--- src/rtl/sm4_rkey_scheduler.sv ---
// sm4_rkey_scheduler
// SM4 key-expansion engine. Accepts a 128-bit master key over a valid/ready
// handshake, expands the 32 round keys one per cycle into an internal store,
// and serves them to the round engine in forward (encrypt) or reverse
// (decrypt) order through a 1-cycle registered read port.
//
// Optional feature macro: SM4_RKEY_ZEROIZE_EN
//   When defined, adds input zeroize_i which clears the store and key window,
//   returns to IDLE and suppresses reads. It has priority over key accept and
//   read requests. When undefined, stored keys persist until overwritten or
//   reset.
//
// Ports
//   clk_i        clock
//   reset_n_i    asynchronous active-low reset
//   zeroize_i    (SM4_RKEY_ZEROIZE_EN only) wipe schedule, back to IDLE
//   key_v_i      master key valid
//   key_i        master key, MK0 = key_i[127:96] .. MK3 = key_i[31:0]
//   key_ready_o  scheduler can accept a master key (IDLE or READY)
//   keys_v_o     all round keys stored and readable
//   busy_o       expansion in progress
//   rkey_req_i   round-key read request
//   round_i      requested round number
//   decrypt_i    0: rk[round_i], 1: rk[rounds_p-1-round_i]
//   rkey_o       requested round key (registered)
//   rkey_v_o     rkey_o valid (registered)

module sm4_rkey_scheduler #(
   parameter int unsigned rounds_p    = 32,
   parameter int unsigned idx_width_p = $clog2(rounds_p)
) (
   input  logic                   clk_i,
   input  logic                   reset_n_i,
`ifdef SM4_RKEY_ZEROIZE_EN
   input  logic                   zeroize_i,
`endif
   input  logic                   key_v_i,
   input  logic [127:0]           key_i,
   output logic                   key_ready_o,
   output logic                   keys_v_o,
   output logic                   busy_o,
   input  logic                   rkey_req_i,
   input  logic [idx_width_p-1:0] round_i,
   input  logic                   decrypt_i,
   output logic [31:0]            rkey_o,
   output logic                   rkey_v_o
);

   localparam int unsigned word_w_lp = 32;

   // System parameter FK, FK0 first
   localparam logic [0:3][word_w_lp-1:0] fk_tbl = {
      32'hA3B1BAC6, 32'h56AA3350, 32'h677D9197, 32'hB27022DC
   };

   // SM4 S-box, entry 0 first
   localparam logic [0:255][7:0] sbox_tbl = {
      128'hd690e9fecce13db716b614c228fb2c05,
      128'h2b679a762abe04c3aa44132649860699,
      128'h9c4250f491ef987a33540b43edcfac62,
      128'he4b31ca9c908e89580df94fa758f3fa6,
      128'h4707a7fcf37317ba83593c19e6854fa8,
      128'h686b81b27164da8bf8eb0f4b70569d35,
      128'h1e240e5e6358d1a225227c3b01217887,
      128'hd40046579fd327524c3602e7a0c4c89e,
      128'heabf8ad240c738b5a3f7f2cef96115a1,
      128'he0ae5da49b341a55ad933230f58cb1e3,
      128'h1df6e22e8266ca60c02923ab0d534e6f,
      128'hd5db3745defd8e2f03ff6a726d6c5b51,
      128'h8d1baf92bbddbc7f11d95c411f105ad8,
      128'h0ac13188a5cd7bbd2d74d012b8e5b4b0,
      128'h8969974a0c96777e65b9f109c56ec684,
      128'h18f07dec3adc4d2079ee5f3ed7cb3948
   };

   typedef enum logic [1:0] {
      st_idle   = 2'd0,
      st_expand = 2'd1,
      st_ready  = 2'd2
   } state_e;

   state_e                 state_q;
   logic [idx_width_p-1:0] cnt_q;
   logic [word_w_lp-1:0]   k_q     [4];
   logic [word_w_lp-1:0]   store_q [rounds_p];
   logic [word_w_lp-1:0]   rkey_q;
   logic                   rkey_v_q;
   logic                   key_ready_q;
   logic                   keys_v_q;
   logic                   busy_q;

   logic                   zero_c;
   logic                   accept_c;
   logic [word_w_lp-1:0]   ck_c;
   logic [word_w_lp-1:0]   b_c;
   logic [word_w_lp-1:0]   s_c;
   logic [word_w_lp-1:0]   rk_d;
   logic                   rd_ok_c;
   logic [idx_width_p-1:0] rd_idx_c;

`ifdef SM4_RKEY_ZEROIZE_EN
   assign zero_c = zeroize_i;
`else
   assign zero_c = 1'b0;
`endif

   // key_ready_q is only high in IDLE/READY, so it alone gates the accept
   assign accept_c = key_v_i & key_ready_q;

   // One expansion step: CK_i, nonlinear S layer, L' diffusion
   always_comb begin
      ck_c = '0;
      for (int j = 0; j < 4; j++) begin
         ck_c[31-8*j -: 8] = 8'((32'(cnt_q) * 32'd4 + 32'(j)) * 32'd7);
      end
      b_c  = k_q[1] ^ k_q[2] ^ k_q[3] ^ ck_c;
      s_c  = {sbox_tbl[b_c[31:24]], sbox_tbl[b_c[23:16]],
              sbox_tbl[b_c[15:8]],  sbox_tbl[b_c[7:0]]};
      rk_d = k_q[0] ^ s_c ^ {s_c[18:0], s_c[31:19]} ^ {s_c[8:0], s_c[31:9]};
   end

   // Read selection; out-of-range rounds are refused
   always_comb begin
      rd_ok_c  = (state_q == st_ready) && (32'(round_i) < rounds_p);
      rd_idx_c = round_i;
      if (decrypt_i) begin
         rd_idx_c = idx_width_p'(rounds_p - 32'd1 - 32'(round_i));
      end
   end

   // FSM, key window, round-key store and registered read port
   always_ff @(posedge clk_i or negedge reset_n_i) begin
      if (!reset_n_i) begin
         state_q     <= st_idle;
         cnt_q       <= '0;
         rkey_q      <= '0;
         rkey_v_q    <= 1'b0;
         key_ready_q <= 1'b0;
         keys_v_q    <= 1'b0;
         busy_q      <= 1'b0;
         for (int i = 0; i < 4; i++) begin
            k_q[i] <= '0;
         end
         for (int i = 0; i < int'(rounds_p); i++) begin
            store_q[i] <= '0;
         end
      end else if (zero_c) begin
         state_q     <= st_idle;
         cnt_q       <= '0;
         rkey_q      <= '0;
         rkey_v_q    <= 1'b0;
         key_ready_q <= 1'b1;
         keys_v_q    <= 1'b0;
         busy_q      <= 1'b0;
         for (int i = 0; i < 4; i++) begin
            k_q[i] <= '0;
         end
         for (int i = 0; i < int'(rounds_p); i++) begin
            store_q[i] <= '0;
         end
      end else begin
         // Read port sees the store as it is before this edge's write,
         // so a read issued together with an accept still gets old keys.
         if (rkey_req_i) begin
            if (rd_ok_c) begin
               rkey_q   <= store_q[rd_idx_c];
               rkey_v_q <= 1'b1;
            end else begin
               rkey_q   <= '0;
               rkey_v_q <= 1'b0;
            end
         end else begin
            rkey_v_q <= 1'b0;
         end

         case (state_q)
            st_idle, st_ready: begin
               if (accept_c) begin
                  for (int i = 0; i < 4; i++) begin
                     k_q[i] <= key_i[127-32*i -: 32] ^ fk_tbl[i];
                  end
                  cnt_q       <= '0;
                  state_q     <= st_expand;
                  key_ready_q <= 1'b0;
                  keys_v_q    <= 1'b0;
                  busy_q      <= 1'b1;
               end else begin
                  key_ready_q <= 1'b1;
               end
            end
            st_expand: begin
               store_q[cnt_q] <= rk_d;
               k_q[0]         <= k_q[1];
               k_q[1]         <= k_q[2];
               k_q[2]         <= k_q[3];
               k_q[3]         <= rk_d;
               cnt_q          <= cnt_q + idx_width_p'(1);
               if (32'(cnt_q) == rounds_p - 32'd1) begin
                  state_q     <= st_ready;
                  busy_q      <= 1'b0;
                  keys_v_q    <= 1'b1;
                  key_ready_q <= 1'b1;
               end
            end
            default: begin
               state_q     <= st_idle;
               key_ready_q <= 1'b0;
               keys_v_q    <= 1'b0;
               busy_q      <= 1'b0;
            end
         endcase
      end
   end

   assign key_ready_o = key_ready_q;
   assign keys_v_o    = keys_v_q;
   assign busy_o      = busy_q;
   assign rkey_o      = rkey_q;
   assign rkey_v_o    = rkey_v_q;

endmodule

--- config.mk ---
export PLATFORM = sky130hd
export DESIGN_NAME = sm4_rkey_scheduler
export DESIGN_NICKNAME = d
export VERILOG_FILES = /design/src/rtl/sm4_rkey_scheduler.sv
export SDC_FILE = /design/constraint.sdc
export NUM_CORES = 2
export LEC_CHECK = 0
export BUFFER_PORTS_ARGS = -buffer_cell sky130_fd_sc_hd__buf_4
export CAP_MARGIN = 20
export CORE_MARGIN = 1.5
export CORE_UTILIZATION = 65
export CTS_CLUSTER_SIZE = 14
export DETAILED_ROUTE_END_ITERATION = 8
export PLACE_DENSITY = 0.87
export SLEW_MARGIN = 20
export SYNTH_ARGS = -nofsm -noshare
export SYNTH_HDL_FRONTEND = slang
export SYNTH_SLANG_ARGS = --single-unit
--- constraint.sdc ---
create_clock -name clk_i -period 9.1 [get_ports clk_i]
set_input_delay 0.91 -clock clk_i [delete_from_list [all_inputs] [get_ports clk_i]]
set_output_delay 0.91 -clock clk_i [all_outputs]
set_load 0.02 [all_outputs]
==> flow_metrics.tcl <==
set metrics [dict create \
    max_freq_mhz 141 \
    synth_edf_count 0 \
    worstSetupEndpointType "flip-flop" \
    fin_nets 7002 \
    die_area_sq_um 103000 \
    clk_pin_slew_ns 0.07 \
    globalplace.congestion 1.06 \
    path_depth 16 \
    syn_nets 7235 \
    drt_first_iter_violations 12900 \
    cts_tree "yes" \
    clk_latency_ns 0.77 \
    worst_slew_pin_slew_ns 1.33 \
    critPathKind "reg -> reg" \
    synthFlopType "dfrtp_1" \
    hold_viol_final 0 \
    async_flop_share_pct 100 \
    die_h_microns 321 \
    period_share_pct 78.0 \
    route.detailed.drc 11 \
    crit_chain "ha_1, ha_1, xor2_1, xnor2_2, buf_4, nand2_1, nand3_1, o311ai_0, a31oi_1, a31oi_1, o311ai_1, buf_4, xor2_1, xnor2_2, buf_4, o21ai_1" \
    cp_slowest_cell "dfrtp_1" \
    critPathBufInv 3 \
    violations "design-rule violations" \
    synthToLayoutAreaGrowth_pct 10.4 \
    drt.antenna.violating_nets 0 \
    cp_common_cell "buf_4" \
    cts_root_buf "clkbuf_16" \
    drv_slew 0 \
    vias_per_cell 7.82 \
    grt_antenna_before_repair 15 \
    cts_resized 0 \
    finalWirelength_microns 274000 \
    arrival_ns 7.60 \
    cts_htree_levels 3 \
    yosysSeqAreaShare_pct 45.3 \
    syn_area_per_cell_sq_um 9.36 \
    core_sq_um 100000 \
    pre_cts_ws_ns 1.96 \
    worst-endpoint-required_ns 9.60 \
    synth_warnings 0 \
    status "finished, violations left" \
    critical_path.max_stage_delay_ns 0.90 \
    num-fill-cells 6446 \
    ys_ff_latch 1194 \
    fin_worst_skew_ns 0.0652 \
    initial_core_util_pct 65.7 \
    clockBufferDepth 3 \
    rows 116 \
    via_count 64700 \
    min_period_ns 7.09 \
    synthesis.instances 7044 \
    drv_cap 0 \
    cts_setup_buffers 0 \
    drive_above_1_share_pct 15.3 \
    port_buffers 173 \
    worst_setup_path_start_kind "flip-flop" \
    grt_pass1_wl_microns 402000 \
    avgRoutedWirePerCell_microns 33.2 \
    cts_hold_buf 0 \
    dpl.hpwl_microns 153000 \
    worst-r2r-cell-count 16 \
    synth_area_sq_um 65900 \
    grt_max_degree 183 \
    grt_pass1_vias 64700 \
    layout_setup_ws_ns 2.01 \
    cts-buffers-inserted 116 \
    setup_violations 0 \
    slew_headroom_pct 11.2 \
    ios 174 \
    setup-tns-final_ns 0 \
    cp_max_fo 54 \
    synth_cell_types 85 \
    drt_first_pass_iters 9 \
    chipWidth_microns 321 \
    grtUsageTotal_pct 52.1 \
    rsz0062_at_grt "no" \
    cp_top_family "compound AO/OA/AOI/OAI gates" \
    grt.overflow.total 0 \
    cts.sinks 1194 \
    min_path_type "in -> async" \
]
==> synth_stat cells, drive strengths merged (27+ instances only) <==
master | instances | area, sq um
a311oi | 36 | 328
o221ai | 41 | 359
o22ai | 65 | 407
a21oi | 313 | 1570
xnor2 | 147 | 1320
a22oi | 32 | 240
nand2 | 1494 | 5610
inv | 52 | 195
nand3 | 95 | 475
a211oi | 61 | 468
mux2 | 64 | 721
nor3 | 87 | 435
a31oi | 112 | 701
clkbuf | 514 | 1930
mux2i | 41 | 410
buf | 183 | 900
ha | 46 | 576
mux4 | 320 | 7210
o211ai | 64 | 485
nor2 | 388 | 1460
o31ai | 27 | 203
xor2 | 63 | 552
a221oi | 35 | 313
o21ai | 1233 | 6170
dfrtp | 1194 | 29900
==> sequential cells by signal, summed over array words and instances (netlist names) <==
| signal | count |
|---|---|
| busy_o | 1 |
| cnt_q | 5 |
| k_q | 128 |
| key_ready_o | 1 |
| rkey_o | 32 |
| rkey_v_o | 1 |
| state_q | 2 |
| store_q | 1024 |
==> final timing paths <==
path,from,to,slack (ns)
setup / recovery,cnt_q[0],store_q[457],2.01
hold / removal,reset_n_i,store_q[448],0.22
setup reg to reg,cnt_q[0],store_q[457],2.01
hold reg to reg,store_q[684],store_q[684],0.48
max in group asynchronous,reset_n_i,cnt_q[2],6.52
min in group clk_i,key_i[9],k_q[9],0.40
==> cells in the final DEF, fill, tap and decap left out, types with 15 or more instances in the layout <==
cell and instances:
nand2_1 1478, dfrtp_1 1193, o21ai_1 685, o21ai_0 548
nor2_1 384, buf_4 331, mux4_2 320, a21oi_1 313
clkbuf_16 117, a31oi_1 112, xnor2_1 93, nor3_1 87
nand3_1 79, o22ai_1 65, mux2_2 64, o211ai_1 63
a211oi_1 59, inv_1 48, xnor2_2 48, ha_1 46
xor2_1 43, o221ai_1 41, mux2i_1 41, a221oi_1 34
a311oi_1 33, a22oi_1 32, o31ai_1 26, o2111ai_1 25
nand4_1 25, clkbuf_8 25, nor4_1 22, a2111oi_0 22
clkbuf_1 20, clkinv_2 19, and2_1 17, nand2_2 16
o311ai_0 16, nand3_4 16, nand2b_1 15, bufinv_16 15
==> per-layer routing <==
metal	part of all wire, %	GRT usage [%]	vias up
li1	-	-	24800
met3	16	19.2	2237
met1	32	64.3	30700
met2	43	75.2	6969
met4	9.8	38.9	14
met5	0.036	0	-
==> through the flow <==
stage	hold WS [ns]	area [sq um]	utilization, %	instances
after floorplan	0.441	65900	-	7044
after global placement	0.454	68400	68.2	8042
after detailed placement	0.460	68400	68.2	8043
after CTS	0.255	72600	72.4	8254
after global routing	0.287	72800	72.6	8267
final	0.224	72800	72.6	8271
==> worst reg2reg max path, cell delays in order (launching register included) <==
cell	delay [ns]
dfrtp_1	0.90
ha_1	0.69
ha_1	0.39
xor2_1	0.64
xnor2_2	0.19
buf_4	0.53
nand2_1	0.51
nand3_1	0.26
o311ai_0	0.16
a31oi_1	0.35
a31oi_1	0.07
o311ai_1	0.47
buf_4	0.30
xor2_1	0.13
xnor2_2	0.44
buf_4	0.47
o21ai_1	0.38
==> cells by family after synthesis <==
kind of cell | synth area share (%)
xor gates and xnor gates | 3.30
adders and majority gates | 1.12
and+or+nand+nor | 13.2
DFF | 45.3
buffers and inverters | 4.59
AOI/OAI and AO/OA | 19.8
muxes | 12.7
==> area by class of cell <==
type	instances	area (sq um)	share of cell area, %
Clock buffer	162	3350	4.60
Multi-Input combinational cell	5101	34000	46.8
Timing Repair Buffer	346	2820	3.87
Inverter	52	195	0.268
Clock inverter	49	769	1.06
Sequential cell	1194	29900	41.1
Antenna cell	10	25.0	0.0344
Tap cell	1357	1700	2.33
Power is left out: the tool's default activity adds up to more than one toggle a clock period on the data nets, which glitch-free logic cannot reach.
